<file path="src/rtl/async_edge_pkg.sv">
// Shared definitions for the multi-channel asynchronous edge synchroniser:
// per-channel edge-mode codes, the hold-off state type and a counter-width
// helper. Optional edge counters are controlled by ASYNC_EDGE_COUNTER_EN.
package async_edge_pkg;

  // Edge mode code is {accept_rising, accept_falling}.
  localparam logic [1:0] EDGE_NONE = 2'b00;
  localparam logic [1:0] EDGE_FALL = 2'b01;
  localparam logic [1:0] EDGE_RISE = 2'b10;
  localparam logic [1:0] EDGE_BOTH = 2'b11;

  typedef enum logic {
    HO_IDLE = 1'b0,
    HO_HOLD = 1'b1
  } ho_state_t;

  // Build a channel's edge mode from its EDGE_POS / EDGE_NEG bits.
  function automatic logic [1:0] edge_mode(input logic pos, input logic neg);
    return {pos, neg};
  endfunction

  // Bits needed to hold the value 'value' (never less than 1).
  function automatic int clog2_min1(input int value);
    int w;
    w = 1;
    for (int i = 1; i < 31; i++) begin
      if ((1 << i) <= value) w = i + 1;
    end
    return w;
  endfunction

endpackage

</file>
<file path="src/rtl/async_edge_sync_multi_if.sv">
// Bus bundle for async_edge_sync_multi: async flags and software controls in,
// pulses, sticky flags and edge counters out. The master side drives the
// controls; the slave side is the synchroniser itself.
interface async_edge_sync_multi_if #(
  parameter int NCH   = 4,
  parameter int CNT_W = 16
);
  logic [NCH-1:0]       a_flag;
  logic [NCH-1:0]       clear;
  logic                 cnt_clr;
  logic [NCH-1:0]       pulse_out;
  logic [NCH-1:0]       pending;
  logic [NCH-1:0]       overrun;
  logic [NCH*CNT_W-1:0] edge_count;

  modport master (
    output a_flag, clear, cnt_clr,
    input  pulse_out, pending, overrun, edge_count
  );

  modport slave (
    input  a_flag, clear, cnt_clr,
    output pulse_out, pending, overrun, edge_count
  );
endinterface

</file>
<file path="src/rtl/async_edge_sync_ch.sv">
// One channel of the edge synchroniser: synchroniser chain, start-up mask,
// edge qualification, hold-off FSM, sticky pending/overrun flags and the
// optional accepted-edge counter (ASYNC_EDGE_COUNTER_EN).
module async_edge_sync_ch
  import async_edge_pkg::*;
#(
  parameter int         DEST_SYNC_FF = 4,
  parameter logic [1:0] MODE         = EDGE_RISE,
  parameter int         HOLDOFF      = 0,
  parameter int         CNT_W        = 16
) (
  input  logic             clk,
  input  logic             reset_n,
  input  logic             a_flag,
  input  logic             clear,
`ifdef ASYNC_EDGE_COUNTER_EN
  input  logic             cnt_clr,
`endif
  output logic             pulse_out,
  output logic             pending,
  output logic             overrun,
  output logic [CNT_W-1:0] edge_count
);

  localparam int FILL_W = clog2_min1(DEST_SYNC_FF);
  localparam int HOLD_W = clog2_min1(HOLDOFF);

  logic [DEST_SYNC_FF-1:0] sync_q;
  logic [FILL_W-1:0]       fill_q;
  logic                    fill_done;
  logic                    rise;
  logic                    fall;
  logic                    edge_hit;
  logic                    accept;
  logic                    drop;
  ho_state_t               ho_state;
  logic [HOLD_W-1:0]       hold_cnt;

  // Until every stage holds a post-reset sample, the reset value 0 would look
  // like a real prior level, so edges are masked while the chain fills.
  assign fill_done = (fill_q == FILL_W'(DEST_SYNC_FF));
  assign rise      = sync_q[DEST_SYNC_FF-2] & ~sync_q[DEST_SYNC_FF-1];
  assign fall      = ~sync_q[DEST_SYNC_FF-2] & sync_q[DEST_SYNC_FF-1];
  assign edge_hit  = fill_done & ((MODE[1] & rise) | (MODE[0] & fall));
  assign accept    = edge_hit & (ho_state == HO_IDLE);
  assign drop      = edge_hit & (ho_state == HO_HOLD);

  // Synchroniser chain (newest sample in bit 0) and start-up fill counter.
  always_ff @(posedge clk or negedge reset_n) begin
    if (!reset_n) begin
      sync_q <= '0;
      fill_q <= '0;
    end else begin
      sync_q <= {sync_q[DEST_SYNC_FF-2:0], a_flag};
      if (!fill_done) fill_q <= fill_q + FILL_W'(1);
    end
  end

  // Hold-off FSM with registered pulse and sticky flags; a set wins over clear.
  always_ff @(posedge clk or negedge reset_n) begin
    if (!reset_n) begin
      ho_state  <= HO_IDLE;
      hold_cnt  <= '0;
      pulse_out <= 1'b0;
      pending   <= 1'b0;
      overrun   <= 1'b0;
    end else begin
      pulse_out <= accept;
      pending   <= accept | (pending & ~clear);
      overrun   <= drop | (overrun & ~clear);
      case (ho_state)
        HO_IDLE: begin
          if (accept && (HOLDOFF > 0)) begin
            ho_state <= HO_HOLD;
            hold_cnt <= HOLD_W'(HOLDOFF);
          end
        end
        HO_HOLD: begin
          // Leaving on count 1 gives exactly HOLDOFF blocked cycles.
          hold_cnt <= hold_cnt - HOLD_W'(1);
          if (hold_cnt == HOLD_W'(1)) ho_state <= HO_IDLE;
        end
        default: ho_state <= HO_IDLE;
      endcase
    end
  end

`ifdef ASYNC_EDGE_COUNTER_EN
  logic [CNT_W-1:0] cnt_q;

  // Accepted-edge counter; counts alongside pulse_out and wraps naturally.
  always_ff @(posedge clk or negedge reset_n) begin
    if (!reset_n) begin
      cnt_q <= '0;
    end else if (cnt_clr) begin
      cnt_q <= CNT_W'(accept);
    end else begin
      cnt_q <= cnt_q + CNT_W'(accept);
    end
  end

  assign edge_count = cnt_q;
`else
  assign edge_count = '0;
`endif

endmodule

</file>
<file path="src/rtl/async_edge_sync_multi.sv">
// Multi-channel asynchronous edge synchroniser. Each of NCH async flags is
// synchronised into clk, edge-qualified per channel (rising/falling/both),
// subject to hold-off, and reported as a one-clk pulse with sticky pending
// and overrun flags. Per-channel edge counters exist only when
// ASYNC_EDGE_COUNTER_EN is defined; otherwise edge_count reads 0 and cnt_clr
// is ignored.
module async_edge_sync_multi
  import async_edge_pkg::*;
#(
  parameter int             NCH          = 4,
  parameter int             DEST_SYNC_FF = 4,
  parameter logic [NCH-1:0] EDGE_POS     = '1,
  parameter logic [NCH-1:0] EDGE_NEG     = '0,
  parameter int             HOLDOFF      = 0,
  parameter int             CNT_W        = 16
) (
  input logic                   clk,
  input logic                   reset_n,
  async_edge_sync_multi_if.slave bus
);

  if (DEST_SYNC_FF < 2) begin : g_bad_depth
    $error("async_edge_sync_multi: DEST_SYNC_FF must be at least 2");
  end
  if ((NCH < 1) || (NCH > 32)) begin : g_bad_nch
    $error("async_edge_sync_multi: NCH must be in 1..32");
  end

  logic [NCH-1:0]       pulse_w;
  logic [NCH-1:0]       pending_w;
  logic [NCH-1:0]       overrun_w;
  logic [NCH*CNT_W-1:0] count_w;

  for (genvar k = 0; k < NCH; k++) begin : g_ch
    async_edge_sync_ch #(
      .DEST_SYNC_FF (DEST_SYNC_FF),
      .MODE         (edge_mode(EDGE_POS[k], EDGE_NEG[k])),
      .HOLDOFF      (HOLDOFF),
      .CNT_W        (CNT_W)
    ) u_ch (
      .clk        (clk),
      .reset_n    (reset_n),
      .a_flag     (bus.a_flag[k]),
      .clear      (bus.clear[k]),
`ifdef ASYNC_EDGE_COUNTER_EN
      .cnt_clr    (bus.cnt_clr),
`endif
      .pulse_out  (pulse_w[k]),
      .pending    (pending_w[k]),
      .overrun    (overrun_w[k]),
      .edge_count (count_w[k*CNT_W +: CNT_W])
    );
  end

  assign bus.pulse_out  = pulse_w;
  assign bus.pending    = pending_w;
  assign bus.overrun    = overrun_w;
  assign bus.edge_count = count_w;

endmodule

</file>
<file path="src/flat_wrapper.sv">
// flat-port wrapper written by rule: the top's interface ports become plain ports
module async_edge_sync_multi_flat import async_edge_pkg::*;
#(
  parameter int             NCH          = 4,
  parameter int             DEST_SYNC_FF = 4,
  parameter logic [NCH-1:0] EDGE_POS     = '1,
  parameter logic [NCH-1:0] EDGE_NEG     = '0,
  parameter int             HOLDOFF      = 0,
  parameter int             CNT_W        = 16
)
  (clk, reset_n, bus_a_flag, bus_clear, bus_cnt_clr, bus_pulse_out, bus_pending, bus_overrun, bus_edge_count);
  async_edge_sync_multi_if #(.NCH(NCH), .CNT_W(CNT_W)) bus_i ();
  input logic clk;
  input logic reset_n;
  input wire logic [$bits(bus_i.a_flag)-1:0] bus_a_flag;
  input wire logic [$bits(bus_i.clear)-1:0] bus_clear;
  input wire logic [$bits(bus_i.cnt_clr)-1:0] bus_cnt_clr;
  output wire logic [$bits(bus_i.pulse_out)-1:0] bus_pulse_out;
  output wire logic [$bits(bus_i.pending)-1:0] bus_pending;
  output wire logic [$bits(bus_i.overrun)-1:0] bus_overrun;
  output wire logic [$bits(bus_i.edge_count)-1:0] bus_edge_count;
  assign bus_i.a_flag = bus_a_flag;
  assign bus_i.clear = bus_clear;
  assign bus_i.cnt_clr = bus_cnt_clr;
  assign bus_pulse_out = bus_i.pulse_out;
  assign bus_pending = bus_i.pending;
  assign bus_overrun = bus_i.overrun;
  assign bus_edge_count = bus_i.edge_count;
  async_edge_sync_multi #(.NCH(NCH), .DEST_SYNC_FF(DEST_SYNC_FF), .EDGE_POS(EDGE_POS), .EDGE_NEG(EDGE_NEG), .HOLDOFF(HOLDOFF), .CNT_W(CNT_W)) u_core (.clk(clk), .reset_n(reset_n), .bus(bus_i));
endmodule
</file>
<file path="config.mk">
export PLATFORM = sky130hd
export DESIGN_NAME = async_edge_sync_multi_flat
export DESIGN_NICKNAME = d
export VERILOG_FILES = /design/src/rtl/async_edge_pkg.sv /design/src/rtl/async_edge_sync_multi_if.sv /design/src/rtl/async_edge_sync_ch.sv /design/src/rtl/async_edge_sync_multi.sv /design/src/flat_wrapper.sv
export SDC_FILE = /design/constraint.sdc
export NUM_CORES = 1
export LEC_CHECK = 0
export BUFFER_PORTS_ARGS = -buffer_cell sky130_fd_sc_hd__buf_4
export CAP_MARGIN = 40
export CELL_PAD_IN_SITES_DETAIL_PLACEMENT = 1
export CELL_PAD_IN_SITES_GLOBAL_PLACEMENT = 1
export CORE_UTILIZATION = 30
export DETAILED_ROUTE_END_ITERATION = 12
export GPL_TIMING_DRIVEN = 0
export MAX_ROUTING_LAYER = met4
export PLACE_DENSITY = 0.71
export SETUP_SLACK_MARGIN = 0.05
export SYNTH_ARGS = -nofsm -noshare
export SYNTH_HDL_FRONTEND = slang
export SYNTH_SLANG_ARGS = --single-unit
</file>
<file path="constraint.sdc">
create_clock -name clk -period 1.59 [get_ports clk]
set_clock_uncertainty 0.05 [all_clocks]
set_input_delay 0.159 -clock clk [delete_from_list [all_inputs] [get_ports clk]]
set_output_delay 0.159 -clock clk [all_outputs]
set_load 0.01 [all_outputs]
</file>
==> summary.txt, run 1 <==
Min path
  • Hold crit path type: in -> reg
  • Worst Hold Launch: bus_clear[1]

Cells and area
  • Layout cells sized above 1: 37.3%
  • Antenna Cells: 0
  • Area of the multi-input gates: 671 um2
  • Reg area: 1200 um2
  • Fillers: 873
  • Fin util: 40.8%
  • Design area: 2980 um2
  • Post-layout net count: 318
  • Area delta synth->final: 30.5%

STA
  • RSZ-0062 raised after global routing: false
  • Tightest Pin Transition: 570 ps
  • Final Hold Fails: 0
  • Final slew viol count: 0
  • Period utilization: 79.2%
  • Relative slew slack: 62.0%
  • Final worst slack: 330 ps
  • Max Freq: 794 MHz
  • Setup-failing EPs final: 0
  • Min Tclk post-route: 1260 ps
  • Setup TNS Final: 0 ps

Critical path
  • Crit end category: flip-flop
  • Crit path max fanout: 3
  • CP max stage cell: dfrtp_1
  • Worst Path Required: 1720 ps
  • Critical R2R Launch: u_core.g_ch[2].u_ch.fill_q[0]
  • Slowest stage delay, CP: 390 ps
  • CP cell instances: inv_1 > ha_1 > nand2_2 > mux2_4
  • CP arrival: 1390 ps
  • Crit path kind: reg -> reg
  • Worst Setup SP: u_core.g_ch[2].u_ch.fill_q[0]
  • CP startpoint kind: flip-flop

Synth
  • Synth area leader: dfrtp_1
  • Mapped Area: 2280 um2
  • Post-Synth Adder-Cell Area: 4.39%
  • Area share of the largest cell type after synthesis: 52.7%
  • Seq/Total Area, Yosys: 52.7%
  • Synth top area cells: dfrtp_1 53%, buf_4 25%, ha_1 4.4%
  • Synth warn: 0
  • Cells after Synth: 201
  • Synth Area in XOR/XNOR: 3.07%
  • Synth Area in Compound Gates: 3.07%
  • Simple-Gate Fraction of Synth Area: 5.70%
  • Netlist cell types: 14
  • Main combinational cell family by area after synthesis: buffers and inverters
  • Number of synthesized register bits: 48
  • Mux contribution to synthesized area: 2.63%
  • Mean area per synthesized cell: 11.3 um2

GRT
  • Initial antenna violation count: 0
  • Largest net degree at the start of global routing: 49
  • Grt ovf: 0
  • Total GRT Usage: 9.43%
  • First-pass GRT wire length: 5.56 mm
  • Vias in the first global route: 1265

Detailed routing
  • Residual DRC: 0
  • Via density: 3.39
  • Wire length per cell: 8.51 um
  • Routed Antenna Nets: 0
  • DRT Wirelength: 3.39 mm
  • Vias: 1354
  • Initial drt markers: 36
  • First-pass detailed-route iteration total: 3

Pwr
  • Max VDD drop: 0.319 mV
  • Leakage power: 1.68 nW
  • PD cells: 814 nW/um2
  • PnR Total Power: 0.00242 W

CTS
  • CTS tree: yes
  • Post-CTS resize count: 0
  • Clock Tree Root: clkbuf_8
  • Num CTS Buffers: 5
  • H-tree depth: 2
  • Clk sinks: 48
  • CTS clk-pin slew, worst paths: 80 ps
  • Max clock buf depth: 2
  • Clk_lat worst skew: 290 ps

Floorplanning
  • I/O pin cnt: 87
  • Die height: 89.2 um
  • Core Region: 7290 um2
  • Initial Util: 31.3%
  • FP Rows: 31
  • Die area: 7960 um2
  • Die width: 89.2 um

Place
  • Placer Congestion: 0.708
  • Final HPWL DP: 2.53 mm
  • Pre-CTS setup slack: 333 ps
  • IO Port Bufs: 21
  • Placed Area: 2800 um2

Run
  • Maxcap violations: 0

Status
  • Status: completed
## state kept, by name (all words and copies together) (netlist names)
register and flops:
u_core.g_ch.u_ch.ho_state 4, u_core.g_ch.u_ch.pulse_out 4, u_core.g_ch.u_ch.overrun 4, u_core.g_ch.u_ch.hold_cnt 4, u_core.g_ch.u_ch.sync_q 16, u_core.g_ch.u_ch.fill_q 12, u_core.g_ch.u_ch.pending 4
## area by class of cell
cell class / instances / share of cell area [%]
multi-input combinational: 120 / 22.5
inverter: 20 / 2.52
buffer: 76 / 19.2
sequential: 48 / 40.4
timing repair buffer: 28 / 7.65
clock buffer: 6 / 2.44
clock inverter: 2 / 1.18
tap: 99 / 4.16
## worst max-delay path: cells and delay by family, from the launching register on
family,cells,cell delay [ps]
muxes,1,300
and+or+nand+nor,1,90
DFF,1,390
adders and majority gates,1,220
buffers and inverters,1,100
## power by group
part	switching, W	internal, W	leakage [nW]	total (W)
registers	0.0000116	0.00125	0.601	0.00127
logic	0.000145	0.000169	1.02	0.000314
clock network	0.000376	0.000467	0.0552	0.000843
total	0.000533	0.00189	1.68	0.00242
## kinds of logic (layout without fill, tap and decap cells)
kind of cell    count (synthesis)  in the layout
fa+ha+maj                       8              8
compound gates                 12             12
buf+inv                        96            132
other cells                     1             64
mux                             4              4
xor+xnor                        8              8
flops                          48             48
simple gates                   24             24
## synthesized netlist by cell type
master    count
nand4b_1      4
ha_1          8
mux2_4        4
xor2_1        4
a21oi_1       4
nand2_2       4
dfrtp_1      48
buf_4        76
inv_1        20
conb_1        1
nor2_1       12
nor2b_1       4
xnor2_1       4
o22ai_1       8
## worst paths after layout
path                                            endpoint  slack (ps)  cells after the start
max in group asynchronous  u_core.g_ch[3].u_ch.sync_q[0]         730                      2
min in group asynchronous  u_core.g_ch[1].u_ch.pulse_out         370                      2
setup reg to reg           u_core.g_ch[2].u_ch.fill_q[1]         330                      4
hold reg to reg            u_core.g_ch[2].u_ch.sync_q[2]         300                      0
setup / recovery           u_core.g_ch[2].u_ch.fill_q[1]         330                      4
hold / removal               u_core.g_ch[1].u_ch.pending          10                      2
## metrics by stage
stage                     instances  hold WS (ps)
after detailed placement        384           157
after CTS                       399          1.10
final                           399          10.2
after floorplan                 264          -187
after global routing            399          2.41
after global placement          384           157
## per-layer routing
| metal | vias up | wire length [um] | global-route usage (%) |
|---|---|---|---|
| met2 | 53 | 1760 | 16.8 |
| li1 | 673 | - | - |
| met1 | 623 | 1350 | 10.0 |
| met4 | 0 | 46 | 3.46 |
| met3 | 5 | 236 | 2.49 |
| met5 | - | 0 | - |
## what timing repair did
action                                  CTS  global route
hold buffers                              7             0
endpoints found under the hold margin    55             0
setup buffers                             0             0
endpoints found under the setup margin    0             0
## cells in the final DEF (no fill, tap or decap), drive strengths merged
| master | n |
|---|---|
| buf | 97 |
| nand2 | 4 |
| clkinv | 1 |
| dlygate4sd3 | 7 |
| bufinv | 1 |
| dfrtp | 48 |
| xnor2 | 4 |
| inv | 20 |
| nor2 | 12 |
| o22ai | 8 |
| mux2 | 4 |
| a21oi | 4 |
| clkbuf | 6 |
| nor2b | 4 |
| xor2 | 4 |
| nand4b | 4 |
| ha | 8 |
| conb | 64 |
(Power assumes the default switching activity.)
==> inputs of run 2 (changes only) <==
- PLACE_DENSITY: 0.71 -> 0.73
- clock period: 1.59 -> 1 ns (I/O delays scaled with it)
==> summary.txt, run 2 (synthesized netlist as in run 1, its figures left out) <==
Place
  • IO Port Bufs: 21 (unchanged)
  • Final HPWL DP: 2.68 mm (+5.8%)
  • Placer Congestion: 0.691 (-2.4%)

Status
  • Failing checks: negative setup slack
  • Status: complete, but fails checks

CTS
  • Clk sinks: 48 (unchanged)
  • Clock Tree Root: clkbuf_8
  • Clk_lat worst skew: 290 ps (about the same)
  • Num CTS Buffers: 5 (unchanged)
  • Max clock buf depth: 2 (unchanged)
  • CTS clk-pin slew, worst paths: 90 ps (about the same)
  • CTS tree: yes
  • H-tree depth: 2 (unchanged)

Min path
  • Hold crit path type: in -> async

GRT
  • GRT busiest layer: met2
  • First-pass GRT wire length: 6.34 mm (+14%)
  • GR Util met1: 11.9% (+1.9 points)
  • Grt ovf: 0 (unchanged)
  • Met3 Resource Use GR: 2.49% (unchanged)
  • Vias in the first global route: 1403 (+11%)
  • Initial antenna violation count: 0 (unchanged)
  • GR Util met2: 19.1% (+2.3 points)
  • Total GRT Usage: 10.8% (+1.4 points)
  • Largest net degree at the start of global routing: 49 (unchanged)

Critical path
  • Crit end category: flip-flop
  • Crit path max fanout: 3 (unchanged)
  • CP startpoint kind: flip-flop
  • Slowest stage delay, CP: 410 ps (+20 ps)
  • CP max stage cell: dfrtp_1
  • CP arrival: 1300 ps (-90 ps)
  • Worst Path Required: 1130 ps (-590 ps)
  • CP cell instances: inv_2 > ha_4 > nand2_4 > mux2_4
  • CP delay by family, top: flip-flops
  • CP bufs+invs: 1 (unchanged)
  • Crit path kind: reg -> reg

STA
  • Final slew viol count: 0 (unchanged)
  • RSZ-0062 raised after global routing: true
  • Min Tclk post-route: 1160 ps (-96.8 ps)
  • Period utilization: 116% (+37 points)
  • Final Hold Fails: 0 (unchanged)
  • Max Freq: 860 MHz (+8.3%)
  • Setup-failing EPs final: 21 (+21)
  • Setup TNS Final: -1700 ps (-1700 ps)
  • Final worst slack: -163 ps (-493 ps)
  • Tightest Pin Transition: 593 ps (+22.8 ps)
  • Relative slew slack: 60.4% (-1.5 points)

Pwr
  • Leakage power: 1.78 nW (+6.1%)
  • Max VDD drop: 0.471 mV (+48%)
  • PD cells: 1120 nW/um2 (+37%)
  • PnR Total Power: 0.00371 W (+53%)

Floorplanning
  • Die area: 7960 um2 (unchanged)
  • I/O pin cnt: 87 (unchanged)
  • Core Region: 7290 um2 (unchanged)
  • Die height: 89.2 um (unchanged)
  • FP Rows: 31 (unchanged)
  • Initial Util: 31.3% (unchanged)
  • Die width: 89.2 um (unchanged)

Cells and area
  • Most frequent cells in the layout: 94 x buf_4, 64 x conb_1, 48 x dfrtp_1
  • Largest register by flop count: u_core.g_ch.u_ch.sync_q
  • Antenna Cells: 0 (unchanged)
  • Max reg flops: 16 (unchanged)
  • Area delta synth->final: 45.8%
  • Layout cells sized above 1: 47.5% (+10 points)
  • Post-layout net count: 334 (+5.0%)
  • Commonest non-fill, non-tap cell in the layout: buf_4
  • Largest regs: u_core.g_ch.u_ch.sync_q: 16 flops, u_core.g_ch.u_ch.fill_q: 12 flops

Detailed routing
  • Vias: 1442 (+6.5%)
  • Initial drt markers: 30 (-17%)
  • Via density: 3.47 (+2.4%)
  • Residual DRC: 0 (unchanged)
  • Wire length per cell: 9.75 um (+15%)
  • DRT Wirelength: 4.05 mm (+19%)
  • Routed Antenna Nets: 0 (unchanged)
  • First-pass detailed-route iteration total: 2 (-1)

Run
  • Maxcap violations: 0 (unchanged)
run 2: final cells by class:
class | count | area (um2)
Timing Repair Buffer | 56 | 507
Buffer | 64 | 480
Multi-Input combinational cell | 120 | 845
Tap cell | 99 | 124
Inverter | 20 | 75.1
Fill cell | 830 | 3970
Clock inverter | 1 | 7.51
Sequential cell | 48 | 1200
Clock buffer | 7 | 86.3
run 2: worst paths after layout:
| kind | startpoint | end | slack [ps] | depth (start not counted) |
|---|---|---|---|---|
| min reg2reg | u_core.g_ch[1].u_ch.sync_q[1] | u_core.g_ch[1].u_ch.sync_q[2] | 300 | 0 |
| max | u_core.g_ch[3].u_ch.fill_q[0] | u_core.g_ch[3].u_ch.fill_q[1] | -160 | 4 |
| min | reset_n | u_core.g_ch[1].u_ch.sync_q[2] | 300 | 2 |
| max in group asynchronous | reset_n | u_core.g_ch[0].u_ch.overrun | 200 | 2 |
| min in group clk | u_core.g_ch[1].u_ch.sync_q[1] | u_core.g_ch[1].u_ch.sync_q[2] | 300 | 0 |
| max reg2reg | u_core.g_ch[3].u_ch.fill_q[0] | u_core.g_ch[3].u_ch.fill_q[1] | -160 | 4 |
run 2: routing by layer:
layer  share of wire [%]  routed length, um
met1                  40               1630
met2                  52               2110
met3                 6.2                251
met4                 1.3                 51
met5                   0                  0
run 2: power by group:
group | switching, W | internal (W)
clock | 0.000621 | 0.000562
sequential | 0.0000242 | 0.00199
combinational | 0.000233 | 0.000279
run 2: worst register-to-register path, cell delays in order (launching register included):
cell,delay [ps]
dfrtp_1,410
inv_2,90
ha_4,160
nand2_4,60
mux2_4,300
run 2: what timing repair did:
item / 4_1_cts / 5_1_grt
pin swaps: 4 / 4
hold buffers: 9 / 0
setup buffers: 19 / 9
gates resized for setup: 26 / 13
endpoints found under the setup margin: 36 / 36
hold endpoints to repair: 60 / 0
run 2: per-stage QoR:
stage | instances | util (%) | hold slack [ps] | setup slack [ps] | area, um2
after floorplan | 264 | - | -246 | -106 | 2580
after global placement | 384 | 39.2 | 95.9 | -144 | 2860
after detailed placement | 384 | 39.2 | 99.7 | -161 | 2860
after CTS | 408 | 44.0 | 304 | -151 | 3210
after global routing | 415 | 45.6 | 310 | -197 | 3330
final | 415 | 45.6 | 296 | -163 | 3330
